## src/rtl/demux_sched.sv

```systemverilog
// demux_sched: steers one burst at a time onto a 1-of-4 demux (select a/b, enable e).
// Latency: accept edge -> WAIT cycle -> e high, so at least 2 cycles; GAP + IDLE separate bursts.
// Backpressure: req_ready only in IDLE; sink_ready[dst] low stalls the burst, keeping its count.
// Build option: define DEMUX_SCHED_RR_EN to ignore req_dst and rotate destinations 0,1,2,3,0...
module demux_sched #(
  parameter int LEN_W = 4
) (
  input  logic             clk,
  input  logic             rst_n,
  input  logic             req_valid,
  output logic             req_ready,
  input  logic [1:0]       req_dst,
  input  logic [LEN_W-1:0] req_len,
  input  logic [3:0]       sink_ready,
  output logic             a,
  output logic             b,
  output logic             e,
  output logic             busy,
  output logic             done
);

  typedef enum logic [1:0] {IDLE, WAIT, ACTIVE, GAP} state_t;

  state_t           state;
  logic [LEN_W-1:0] cnt;
  logic [1:0]       acc_dst;
  logic             sel_rdy;

  assign req_ready = (state == IDLE);
  assign busy      = (state != IDLE);
  // a/b hold the latched destination, so they double as the sink index.
  assign sel_rdy   = sink_ready[{a, b}];

`ifdef DEMUX_SCHED_RR_EN
  logic [1:0] rr_ptr;

  assign acc_dst = rr_ptr;

  // Advance the round-robin pointer on every accepted burst; wraps 3 -> 0.
  always_ff @(posedge clk or negedge rst_n) begin
    if (!rst_n) begin
      rr_ptr <= 2'd0;
    end else if (req_valid && req_ready) begin
      rr_ptr <= rr_ptr + 2'd1;
    end
  end
`else
  assign acc_dst = req_dst;
`endif

  // Burst sequencer: cnt holds remaining beats minus one, so it never wraps.
  always_ff @(posedge clk or negedge rst_n) begin
    if (!rst_n) begin
      state <= IDLE;
      cnt   <= '0;
      a     <= 1'b0;
      b     <= 1'b0;
      e     <= 1'b0;
      done  <= 1'b0;
    end else begin
      done <= 1'b0;
      case (state)
        IDLE: begin
          if (req_valid) begin
            {a, b} <= acc_dst;
            cnt    <= req_len;
            state  <= WAIT;
          end
        end
        WAIT: begin
          if (sel_rdy) begin
            state <= ACTIVE;
            e     <= 1'b1;
          end
        end
        ACTIVE: begin
          if (sel_rdy) begin
            if (cnt == '0) begin
              state <= GAP;
              e     <= 1'b0;
              done  <= 1'b1;
            end else begin
              cnt <= cnt - LEN_W'(1);
            end
          end else begin
            // Sink stalled: drop enable, keep remaining count, re-arm in WAIT.
            state <= WAIT;
            e     <= 1'b0;
          end
        end
        GAP: begin
          state <= IDLE;
        end
        default: begin
          state <= IDLE;
          e     <= 1'b0;
        end
      endcase
    end
  end

endmodule

```

## config.mk

```make
export PLATFORM = sky130hd
export DESIGN_NAME = demux_sched
export DESIGN_NICKNAME = d
export VERILOG_FILES = /design/src/rtl/demux_sched.sv
export SDC_FILE = /design/constraint.sdc
export NUM_CORES = 1
export LEC_CHECK = 0
export CAP_MARGIN = 20
export CORE_MARGIN = 3
export CORE_UTILIZATION = 39
export DETAILED_ROUTE_END_ITERATION = 10
export GPL_ROUTABILITY_DRIVEN = 0
export PLACE_DENSITY = 0.83
export SYNTH_ARGS = -nofsm -noshare
export SYNTH_HDL_FRONTEND = slang
export SYNTH_SLANG_ARGS = --single-unit
```

## constraint.sdc

```tcl
create_clock -name clk -period 1.6 [get_ports clk]
set_input_delay 0.24 -clock clk [delete_from_list [all_inputs] [get_ports clk]]
set_output_delay 0.24 -clock clk [all_outputs]
set_load 0.01 [all_outputs]
```

# [Word level (Yosys, flattened, before mapping)]
# Index checks and enable logic that the tools add are counted.
[word_totals] regBits=10 output_inout_bits=6 elab_cells=43
[classes] add_sub_neg=1 magnitude_cmp=1 n_eq_ne=8 mux=18 reduce_logical=9
[ops] op="two-way mux 4 bit" n=3
[ops] op="two-way mux 2 bit" n=4
[ops] op="!= test 2 bit, second input constant" n=4
[ops] op="one-hot mux 2 bit (4 select lines)" n=1
[ops] op="one-hot mux 4 bit (2 select lines)" n=1
[ops] op="two-way mux 1 bit" n=7
[ops] op="AND reduction 3 bit" n=2
[ops] op="nonzero test 2 bit" n=3
[ops] op="== test 2 bit, second input constant" n=2
[ops] op="logical NOT 4 bit" n=1
[ops] op="AND reduction 4 bit" n=1
[ops] op="subtractor 4 x 1 -> 4 bit, second input constant" n=1
[ops] op="< comparator 2 x 3 -> 1 bit, second input constant" n=1
[ops] op="!= test 3 bit, second input constant" n=1
[ops] op="binary-select mux 1 bit (select 2 bit)" n=1
[ops] op="== test 2 x 1 -> 1 bit, second input constant" n=1
[ops] op="logical NOT 2 bit" n=1
[ops] op="one-hot mux 1 bit (2 select lines)" n=1
[ops] op="AND reduction 2 bit" n=1

# [Logic depth before layout (Yosys ltp)]
[logic_depth] word_depth=4 depth_mapped=7 mapped_depth_nobuf=6

# [Worst setup path before layout]
# No wires, ideal clock.
[synth_timing] path_kind="register to register" startpoint="register cnt[0]" endpoint="register e" setup_ns=0.123 t_arrival_ns=1.447 slack_ns=0.030 stages_incl_launch_ff=8 path_buffers=1 synth_period_minus_slack_ns=1.570 cell_sequence="dfrtp_1 -> inv_1 -> ha_1 -> or3b_1 -> clkbuf_1 -> and2_1 -> o21ai_0 -> nand2_1"
[synth_via] elab_chain_cells=3
[synth_rtl] item="start, declared" line="25" text="logic [LEN_W-1:0] cnt;"
[synth_rtl] item="start signal, assigned" line="66" text="cnt <= req_len;"
[synth_rtl] item="start signal, assigned" line="83" text="cnt <= cnt - LEN_W'(1);"
[synth_rtl] item="logical NOT 4 bit" line="78" text="if (cnt == '0) begin"
[synth_rtl] item="!= test 3 bit (no source line)"
[synth_rtl] item="AND reduction 3 bit (no source line)"
[synth_rtl] item="end signal, assigned" line="73" text="e <= 1'b1;"
[synth_rtl] item="end signal, assigned" line="80" text="e <= 1'b0;"
[synth_rtl] item="end signal, assigned" line="88" text="e <= 1'b0;"
[synth_rtl] item="end, declared" line="17" text="output logic e,"
# Every way passes these cells.
# A chain may end at the register's enable or synchronous reset.

# [Final worst setup path]
[layout_timing] startpoint="register state[0]" endpoint="output port req_ready"
[layout_via] elab_chain_cells=1
[layout_rtl] item="start, declared" line="24" text="state_t state;"
[layout_rtl] item="start signal, assigned" line="54" text="state <= IDLE;"
[layout_rtl] item="start signal, assigned" line="67" text="state <= WAIT;"
[layout_rtl] item="start signal, assigned" line="72" text="state <= ACTIVE;"
[layout_rtl] item="logical NOT 2 bit" line="29" text="assign req_ready = (state == IDLE);"
[layout_rtl] item="end, declared" line="11" text="output logic req_ready,"
# Every way passes these cells.

==> run metrics <==
Placed Area 832.0 um^2; post-synth top area cell dfrtp_1; Routed WL 1.256 mm; cells after synthesis 57; antenna diode count 0; PD cells 1720 mW/mm^2; final instance area 858.3 um^2; Pleak 0.3802 nW; met2 global-route usage a little over a quarter; Slew HR 68.52%; number of synthesized flops with an enable pin 0; yosys warns 0; Synth Register Bits 10; worst slew pin tran about 470 ps; insertion delay to the later sink of the worst-skew pair 260 ps; Synth Net Count 71; CP Launch Point state[0]; XOR/XNOR share of the synthesized area 0%; total gr overflow 0; post-DP HPWL 988.5 um; WL/cell between 10 and 15 um; layout cells sized above 1 24.39%; met1 GRT Util between 10% and 20%; Mapped Area 596.8 um^2; ranking of synthesized cells by area dfrtp_1 (42%), mux2_2 (9.4%), mux2i_1 (5.0%); async set-or-reset flop fraction in the synthesized netlist 100.0%; fillers 116; setup TNS 0 ps; Synth Area in Simple Gates 18.87%; busiest grt layer met2; status completed; Setup Skew around 2.7 ps; mux share of post-synthesis cell area 14.47%; largest net degree at the start of global routing 11; Worst Path Buf+Inv 2; initial antenna violation count 0; Die ar. roughly 0.0020 mm^2; Routed Antenna Nets 0; Final Hold Vio Count 0; Via-to-Cell Ratio ~5.5; final period utilization 94.26%; Worst EP required 1360 ps; Die Y 45.12 um; cell with the most instances after synthesis dfrtp_1; IO Pins 19; share of the synthesized area in the top cell type between 40% and 50%; Crit Path Category flip-flop to output pin; Worst VDD drop 922.5 uV; number of hold buffers added after CTS 0; first-pass GRT wire length ~2.3 mm; clk slew on worst S/H paths roughly 70 ps; CTS buffer count 3; Max-Cap Viols 0; met3 usage around 4.8%; RSZ-0062 raised after global routing no; ys flop type dfrtp_1; CP peak stage delay 380 ps; clock tree from TritonCTS done; Util after Layout a little over three fifths; DR vias between 500 and 600; Compound-Gate Fraction of Synth Area 18.03%; share of the yosys chip area belonging to registers about two fifths; die width about 45 um; fmax ~0.66 GHz; Max Slew Vio Count 0; Row Count 13; critical path arrival 1270 ps; CTS sink count 10; worst hold margin approximately 300 ps; number of global-route vias before repair 519; CP delay by family, top flip-flops; setup bufs post-CTS 0; crit-path cells or2_2, inv_1, dlygate4sd2_1; Hold Path Class input port to async pin; fin crit period 1508 ps; slowest CP cell dfrtp_1; TritonRoute pass-1 iters 4; root buf cell clkbuf_4; Initial Utilization 43.68%; core area 0.001366 mm^2; CP Max Fanout 3; H-tree levels 1; Layout area overhead 43.82%; final setup fails 0; total track usage 15.78%; post-synth cell types 28; top cells by count, synth dfrtp_1 (10), inv_1 (5), mux2_2 (5), o21ai_0 (4); FF-to-FF Start cnt[1]; CTS Buffer Depth 2; drt drc 0; initial DRC count 5; largest family of logic cells by synthesized area simple AND/OR/NAND/NOR gates; port bufs 18; adder-cell share of the synthesized area 2.096%; CP Launch Type flip-flop; nets@finish 98; Syn Area/Cell about 10 um^2; crit path capture type output pin
==> registers in the layout (all words and copies together) (netlist names) <==
name and count:
a 1, b 1, state 2, e 1, done 1, cnt 4
==> area by class of cell <==
cell class	instances	area, um^2	area share (%)
clock buffer	3	22.52	2.624
multi-input combinational	40	325.3	37.90
timing repair buffer	24	222.7	25.95
tap	15	18.77	2.187
sequential	10	250.2	29.15
inverter	5	18.77	2.187
==> timing repair <==
action | in CTS | in global routing
setup endpoints to repair | 3 | 1
endpoints found under the hold margin | 0 | 0
resized for setup | 3 | 2
pin swaps | 0 | 1
==> cells by family after synthesis <==
kind of cell,count (synthesis)
flops,10
mux,8
fa+ha+maj,1
compound gates,14
buf+inv,7
simple gates,17
==> path summary, 6_finish.rpt <==
check                             to  slack [ps]  depth (start not counted)
min                             done         300                          1
min in group clk                   e         520                          2
max in group asynchronous     cnt[2]         980                          1
max                        req_ready          90                          3
min reg2reg                        e         520                          2
max reg2reg                        e         110                          6
==> cell usage in the layout, fill, tap and decap left out, types with 2 or more instances in the layout <==
cell type,Yosys,layout
o21a_1,2,2
dlygate4sd2_1,0,2
o21ai_0,4,3
clkbuf_4,0,3
nand2_1,3,3
clkdlybuf4s50_1,0,16
mux2i_1,3,3
a21oi_1,2,2
mux2_2,5,5
buf_4,0,6
nor4_1,2,2
inv_1,5,5
nor2_1,2,2
nor2b_1,2,2
dfrtp_1,10,10
==> stage by stage <==
stage	instances	setup slack, ps	power, mW
global placement	94	-39.10	1.277
detailed placement	94	-54.91	1.310
CTS	97	42.22	1.467
global route	97	9.304	1.599
floorplan	57	29.92	0.9511
finish	97	91.80	1.476
==> metal layers <==
layer | up-vias | routed length, um
li1 | 261 | -
met5 | - | 0
met3 | 4 | 98
met1 | 249 | 511
met4 | 0 | 29
met2 | 20 | 616
==> where the power goes <==
group          internal [mW]  total (mW)  switching (mW)  leakage, nW
Clock                 0.0868       0.174          0.0868       0.0138
Sequential             0.368       0.460          0.0922        0.117
Combinational          0.470       0.842           0.373        0.249
Total                  0.925        1.48           0.552        0.380
Power figures use the tool's default switching activity.
